### src/rtl/dec_ram_pkg.sv
// Shared constants and types for the two-bank LDPC decision-bit RAM.
// Used by dec_ram, dec_ram_bank and dec_ram_if.
package dec_ram_pkg;

  localparam int NUM_BANKS      = 2;
  localparam int DEF_DATA_WIDTH = 1;
  localparam int DEF_A_WIDTH    = 8;

  typedef logic bank_t;

endpackage

### src/rtl/dec_ram_if.sv
// Access bus of the decision-bit RAM: select, write and readback signals.
// Master drives the access, the RAM (slave) returns data_out.
interface dec_ram_if
  import dec_ram_pkg::*;
#(
  parameter int DATA_WIDTH = DEF_DATA_WIDTH,
  parameter int A_WIDTH    = DEF_A_WIDTH
);

  logic                  cs;
  logic                  we;
  bank_t                 rs;
  logic [A_WIDTH-1:0]    address;
  logic [DATA_WIDTH-1:0] data_in;
  logic [DATA_WIDTH-1:0] data_out;

  modport master (
    output cs, we, rs, address, data_in,
    input  data_out
  );

  modport slave (
    input  cs, we, rs, address, data_in,
    output data_out
  );

endinterface

### src/rtl/dec_ram_bank.sv
// One bank of decision bits: async-clear flop array, sync write, comb read.
// Writes only when the shared bus selects this bank.
module dec_ram_bank
  import dec_ram_pkg::*;
#(
  parameter int    DATA_WIDTH = DEF_DATA_WIDTH,
  parameter int    A_WIDTH    = DEF_A_WIDTH,
  parameter int    RAM_DEPTH  = 1 << A_WIDTH,
  parameter bank_t BANK_ID    = 1'b0
) (
  input  logic                  clk,
  input  logic                  rst_n,
  input  logic                  cs,
  input  logic                  we,
  input  bank_t                 rs,
  input  logic [A_WIDTH-1:0]    address,
  input  logic [DATA_WIDTH-1:0] data_in,
  output logic [DATA_WIDTH-1:0] rd_data
);

  logic [RAM_DEPTH-1:0][DATA_WIDTH-1:0] mem_q;
  logic [RAM_DEPTH-1:0][DATA_WIDTH-1:0] mem_d;
  logic                                 wr_en;

  assign wr_en = cs & we & (rs == BANK_ID);

  always_comb begin
    mem_d = mem_q;
    if (wr_en) begin
      mem_d[address] = data_in;
    end
  end

  always_ff @(posedge clk or negedge rst_n) begin
    if (!rst_n) begin
      mem_q <= '0;
    end else begin
      mem_q <= mem_d;
    end
  end

  assign rd_data = mem_q[address];

endmodule

### src/rtl/dec_ram.sv
// Two-bank decision-bit RAM: write one codeword while reading the other.
// Macro DEC_RAM_WR_BYPASS_EN selects a write-first view of data_out.
module dec_ram
  import dec_ram_pkg::*;
#(
  parameter int DATA_WIDTH = DEF_DATA_WIDTH,
  parameter int A_WIDTH    = DEF_A_WIDTH,
  parameter int RAM_DEPTH  = 1 << A_WIDTH
) (
  input logic      clk,
  input logic      rst_n,
  dec_ram_if.slave bus
);

  logic                  in_range;
  logic                  bank_cs;
  logic [DATA_WIDTH-1:0] rd [NUM_BANKS];
  logic [DATA_WIDTH-1:0] dout;

  assign in_range = {1'b0, bus.address} < (A_WIDTH + 1)'(RAM_DEPTH);
  assign bank_cs  = bus.cs & in_range;

  for (genvar b = 0; b < NUM_BANKS; b++) begin : g_bank
    dec_ram_bank #(
      .DATA_WIDTH (DATA_WIDTH),
      .A_WIDTH    (A_WIDTH),
      .RAM_DEPTH  (RAM_DEPTH),
      .BANK_ID    (bank_t'(b))
    ) u_bank (
      .clk     (clk),
      .rst_n   (rst_n),
      .cs      (bank_cs),
      .we      (bus.we),
      .rs      (bus.rs),
      .address (bus.address),
      .data_in (bus.data_in),
      .rd_data (rd[b])
    );
  end

  // Reset forces zero even on the bypass path.
  always_comb begin
    dout = '0;
    if (bank_cs && rst_n) begin
`ifdef DEC_RAM_WR_BYPASS_EN
      if (bus.we) begin
        dout = bus.data_in;
      end else begin
        dout = rd[bus.rs];
      end
`else
      dout = rd[bus.rs];
`endif
    end
  end

  assign bus.data_out = dout;

endmodule

### src/flat_wrapper.sv
// flat-port wrapper written by rule: the top's interface ports become plain ports
module dec_ram_flat import dec_ram_pkg::*;
#(
  parameter int DATA_WIDTH = DEF_DATA_WIDTH,
  parameter int A_WIDTH    = DEF_A_WIDTH,
  parameter int RAM_DEPTH  = 1 << A_WIDTH
)
  (clk, rst_n, bus_cs, bus_we, bus_rs, bus_address, bus_data_in, bus_data_out);
  dec_ram_if #(.DATA_WIDTH(DATA_WIDTH), .A_WIDTH(A_WIDTH)) bus_i ();
  input logic clk;
  input logic rst_n;
  input wire logic [$bits(bus_i.cs)-1:0] bus_cs;
  input wire logic [$bits(bus_i.we)-1:0] bus_we;
  input wire logic [$bits(bus_i.rs)-1:0] bus_rs;
  input wire logic [$bits(bus_i.address)-1:0] bus_address;
  input wire logic [$bits(bus_i.data_in)-1:0] bus_data_in;
  output wire logic [$bits(bus_i.data_out)-1:0] bus_data_out;
  assign bus_i.cs = bus_cs;
  assign bus_i.we = bus_we;
  assign bus_i.rs = bus_rs;
  assign bus_i.address = bus_address;
  assign bus_i.data_in = bus_data_in;
  assign bus_data_out = bus_i.data_out;
  dec_ram #(.DATA_WIDTH(DATA_WIDTH), .A_WIDTH(A_WIDTH), .RAM_DEPTH(RAM_DEPTH)) u_core (.clk(clk), .rst_n(rst_n), .bus(bus_i));
endmodule
### config.mk
export PLATFORM = sky130hd
export DESIGN_NAME = dec_ram_flat
export DESIGN_NICKNAME = d
export VERILOG_FILES = /design/src/rtl/dec_ram_pkg.sv /design/src/rtl/dec_ram_if.sv /design/src/rtl/dec_ram_bank.sv /design/src/rtl/dec_ram.sv /design/src/flat_wrapper.sv
export SDC_FILE = /design/constraint.sdc
export NUM_CORES = 1
export LEC_CHECK = 0
export CELL_PAD_IN_SITES_DETAIL_PLACEMENT = 1
export CELL_PAD_IN_SITES_GLOBAL_PLACEMENT = 1
export CORE_MARGIN = 2
export CORE_UTILIZATION = 45
export CTS_BUF_LIST = sky130_fd_sc_hd__clkbuf_8 sky130_fd_sc_hd__clkbuf_16
export DETAILED_ROUTE_END_ITERATION = 6
export HOLD_SLACK_MARGIN = 0.02
export PLACE_DENSITY_LB_ADDON = 0.12
export SLEW_MARGIN = 20
export SYNTH_ARGS = -nofsm -noshare
export SYNTH_HDL_FRONTEND = slang
export SYNTH_SLANG_ARGS = --single-unit
### constraint.sdc
create_clock -name clk -period 2.9 [get_ports clk]
set_input_delay 0.58 -clock clk [delete_from_list [all_inputs] [get_ports clk]]
set_output_delay 0.58 -clock clk [all_outputs]
set_load 0.005 [all_outputs]
==> Yosys cells after proc, flatten, opt, wreduce, memory -nomap -nowiden <==
Cells that the tools add are included.
{ "totals": {"register_bits": 512, "input_bits": 14, "output_inout_bits": 1, "elab_cells": 534} }
{ "op_classes": {"magnitude_cmp": 3, "mux": 12, "bitwise_logic": 5, "reduce_logical": 2} }
{ "op_table": {"columns": ["op", "count"], "rows": [
  ["bitwise mux 256 bit", 2],
  ["binary-select mux 1 bit (select 8 bit)", 2],
  ["less-than comparator 8 x 9 -> 1 bit, second input constant", 1],
  ["demux 1 bit (select 8 bit)", 1],
  [">= comparator 8 x 1 -> 1 bit, second input constant", 1],
  ["2-to-1 mux 1 bit", 7],
  ["bitwise AND 1 bit", 3],
  [">= comparator 2 bit, second input constant", 1],
  ["logical AND 1 bit", 2],
  ["inverter 1 -> 2 bit", 1],
  ["inverter 1 bit", 1]
]} }

==> Depth between registers and ports, before layout <==
{ "logic_depth": {"depth_word": 6, "ltp_mapped": 11, "ltp_nobuf": 7} }

==> By module <==
Synthesis repeated with hierarchy kept, for this count alone.
{ "hier_totals": {"hier_cells": 2078, "hier_area_um2": 25580.8} }
{ "modules_own_cells": {"columns": ["mod", "n_inst", "cells_each", "area_each_um2", "seq_area_each_um2"], "rows": [
  ["dec_ram_bank at u_core.g_bank[0].u_bank", 1, 1038, 12783.5, 6406.1],
  ["dec_ram_bank at u_core.g_bank[1].u_bank", 1, 1037, 12779.8, 6406.1],
  ["dec_ram", 1, 3, 17.5, 0.0]
]} }

==> Worst setup path before layout <==
OpenSTA, ideal clock, no wires.
{ "synth_timing": {"kind": "input to output", "startpoint": "input port bus_address[1]", "endpoint": "output port bus_data_out", "arrival_ns": 2.337, "required_ns": 2.320, "setup_slack_ns": -0.017, "cell_stages": 9, "n_path_buf": 2, "path_cell_list": "buf_6 > buf_6 > mux4_1 > mux4_2 > nor2_1 > o221ai_1 > nand2_1 > o221ai_1 > o2111a_1"} }
{ "synth_between": {"elab_chain_len": 6, "elab_cells_between_ends": 8, "cone_classes": "mux (8)"} }
{ "synth_lines": {"columns": ["item", "line_no", "rtl"], "rows": [
  ["start: declaration", "flat_wrapper.sv:15", "input wire logic [$bits(bus_i.address)-1:0] bus_address;"],
  ["binary-select mux 1 bit (select 8 bit)", "dec_ram_bank.sv:42", "assign rd_data = mem_q[address];"],
  ["2-to-1 mux 1 bit (implied by the code)", "dec_ram_bank.sv:42", null],
  ["2-to-1 mux 1 bit (implied by the code) * (3 in series)", "dec_ram.sv:52", "dout = rd[bus.rs];"],
  ["2-to-1 mux 1 bit *", "dec_ram.sv:44", "if (bank_cs && rst_n) begin"],
  ["end: declaration", "flat_wrapper.sv:17", "output wire logic [$bits(bus_i.data_out)-1:0] bus_data_out;"]
]} }
Mark *: on every way between the ends. The rest lies on a longest branch, timed or not. The select of a mux whose other input is x is not followed.

==> Worst setup path in the final report <==
{ "layout_timing": {"startpoint": "input port bus_address[2]", "endpoint": "output port bus_data_out"} }
The elaborated chain is that of the path after synthesis.

==> impl_metrics.ini <==
[detailed_routing]
wl_per_cell_microns = 30.4
route.detailed.drc = 0
initialDrtViolationCount = 2875
antenna_left = 0
vias_per_cell = 6.73
vias = 24157
drt_wl_total_microns = 109000
first_pass_iters = 6

[worst_setup_path]
slowest_stage = mux4_2
cp-end-kind = output pin
required_ns = 2.32
crit_path_max_fanout = 11
start_kind = input port
crit_type = input port to output pin
critical_path_arrival_ns = 2.91
reg2reg_depth = 2
worst-path-stages = 10
r2r_setup_slack_ns = 2.15
max_stage_delay_ns = 0.54
path_buf_inv = 3
crit_family = multiplexers
crit_path_cell_trace = buf_4 -> buf_4 -> mux4_2 -> mux2i_1 -> mux4_2 -> nor2_1 -> a211oi_4 -> o221ai_4 -> o2111a_2 -> buf_2

[clock_network]
cts-root-buf = clkbuf_16
clk_path_buf_depth = 3
htree_levels = 2
cts_tree = yes
clk_latency_ns = 0.63
path_clk_slew_ns = 0.07
numClockSinks = 512
numCtsBuffers = 57

[placement]
place_ws_ns = -1.09
place.gp.congestion = 0.920
io_buffers = 14
hpwl_microns = 64800

[yosys]
synth-seq-cells = 512
synth_top_family_by_area = simple AND/OR/NAND/NOR gates
syn_nets = 2739
synth_enable_flop_cells = 0
synth.largest_area_cell = dfrtp_1
synth_top_area_share = 0.499
synthAdderAreaFrac = 0
synth-xor-area-share = 0
synth_ff_type = dfrtp_1
ys_top_cells_by_area = dfrtp_1 (50%), nand3_1 (10%), o21ai_0 (10%)
synthMuxAreaShare = 0.122
yosysUniqueCellTypes = 47
synthArstFlopShare = 1.00
syn_inst = 2725
synth_simple_gate_area_frac = 0.210
avgSynthCellArea_sq_um = 9.42
synth_compound_gate_area_share = 0.121
ys_seq_area_frac = 0.499
ys_warn_count = 0
synth.cell_area_sq_mm = 0.0257

[final_layout]
regArea_sq_mm = 0.0128
multi_input_area_sq_mm = 0.0119
area_growth_pct = 18.4
registers.top_by_ff_count = u_core.g_bank.u_bank.mem_q
largest_register_ffs = 512
nets = 2801
reg.largest.list = u_core.g_bank.u_bank.mem_q x512
drive_gt1_frac = 0.190
final.fill_count = 6325

[timing]
finClkSkew_ns = 0
setup_viol = 1
clock.fmax_mhz = 286
final_max_slew_viol_count = 0
fin_setup_tns_ns = -0.594
setup_slack_ns = -0.594
slew_headroom = 0.290
hold_violations = 0
rsz0062_at_grt = yes
worst_pin_slew_ns = 1.06
period_needed_ns = 3.49
period_share = 1.20

[floorplanning]
die_w_microns = 243
initial_core_util = 0.455
num_rows = 87
io_pins = 15
dieArea_sq_mm = 0.0589
die_h_microns = 243
core_area_sq_mm = 0.0564

[run]
cap_violations = 0

[power]
powerDensity_mw_per_mm2 = 539
vdd_drop_max_mv = 0.508
p_leak_nw = 15.4
power_w = 0.0164

[global_route]
antenna_found_initial = 4
grt_pass1_vias = 25225
grt_max_degree = 177
grt.total_usage = 0.371
grt-ovfl-total = 0
grt_pass1_wl_microns = 165000

[status]
violations = negative setup slack
status = complete, but fails checks

[min_path]
hold_class = input port to asynchronous set/reset pin
synthesized netlist by cell type, types with 4 or more instances:
master	n
o221ai_1	6
or2_2	4
buf_6	8
nand3_1	525
o21ai_0	512
nand3b_1	5
nor4_1	6
mux2i_1	9
nor3_1	6
dfrtp_1	512
nor2b_1	8
nand2_1	570
buf_2	54
nor2_1	59
o22ai_1	23
clkbuf_1	184
a22oi_1	22
buf_4	15
a21oi_1	8
or3b_2	4
mux4_2	110
buf_1	8
mux4_1	20
nand2b_1	9
where the power goes:
group | internal [W] | total, W | switching [W]
clock | 0.00441 | 0.00758 | 0.00317
combinational | 0.000486 | 0.00148 | 0.000997
sequential | 0.00725 | 0.00731 | 0.0000611
path summary, 6_finish.rpt:
| kind | endpoint | startpoint |
|---|---|---|
| worst max-delay path | bus_data_out | bus_address[2] |
| worst min-delay path | u_core.g_bank[0].u_bank.mem_q[104]$_DFFE_PN0P_ | rst_n |
| worst max register to register | u_core.g_bank[1].u_bank.mem_q[180]$_DFFE_PN0P_ | u_core.g_bank[1].u_bank.mem_q[180]$_DFFE_PN0P_ |
| worst min register to register | u_core.g_bank[0].u_bank.mem_q[113]$_DFFE_PN0P_ | u_core.g_bank[0].u_bank.mem_q[113]$_DFFE_PN0P_ |
| max in group asynchronous | u_core.g_bank[1].u_bank.mem_q[155]$_DFFE_PN0P_ | rst_n |
| min in group clk | u_core.g_bank[0].u_bank.mem_q[54]$_DFFE_PN0P_ | bus_data_in |
logic make-up after synthesis:
| kind of cell | Yosys count |
|---|---|
| AND/OR/NAND/NOR | 1212 |
| AO/OA/AOI/OAI | 586 |
| flip-flops | 512 |
| buffers and inverters | 273 |
| multiplexers | 142 |
area by class of cell:
type / instances / share of cell area
Sequential cell: 512 / 0.422
Tap cell: 756 / 0.0311
Antenna cell: 1 / 0.0000824
Multi-Input combinational cell: 1940 / 0.392
Clock inverter: 25 / 0.00647
Clock buffer: 78 / 0.0572
Timing Repair Buffer: 275 / 0.0915
Inverter: 1 / 0.000124
per-layer routing:
metal  vias up  global-route usage  wire, microns
met5         -                   0              0
met4         0               0.171           5340
met3       321              0.0579           9140
met2      1324               0.576          50100
met1     12722               0.513          44400
li1       9790                   -              -
cells in the final DEF (no fill, tap or decap), drive strengths merged, types with 4 or more instances in the layout:
cell type      synthesis  layout
nor4                   7       7
nand3                525     525
nor2b                  8       8
or3b                   4       4
mux2i                  9       9
nor3                   7       7
clkbuf               185      78
a21oi                  8       8
o221ai                 6       6
clkdlybuf4s50          0       6
a22oi                 22      22
inv                    1      10
clkinv                 0      12
or2                    4       4
o21ai                513     513
mux4                 130     130
dfrtp                512     512
o22ai                 23      23
nand2                570     570
nand3b                 5       5
nand2b                 9       9
buf                   87     267
nor2                  59      59
metrics by stage:
| stage | hold slack [ns] | instance area (sq um) | utilization | std cells |
|---|---|---|---|---|
| after floorplan | 0.284 | 25700 | - | 2725 |
| after global placement | 0.420 | 28100 | 0.499 | 3475 |
| after detailed placement | 0.420 | 28100 | 0.499 | 3475 |
| after CTS | 0.356 | 30400 | 0.538 | 3587 |
| after global routing | 0.382 | 30400 | 0.539 | 3588 |
| final | 0.360 | 30400 | 0.539 | 3588 |
repair_timing:
| action | in CTS | in global routing |
|---|---|---|
| hold buffers | 1 | 0 |
| buffers inserted | 7 | 0 |
| setup endpoints to repair | 1 | 1 |
| hold endpoints to repair | 14 | 0 |
| pin swaps | 6 | 0 |
| gates resized for setup | 31 | 4 |
| gates cloned | 1 | 0 |
No activity file was read; power rests on OpenSTA's default activity.
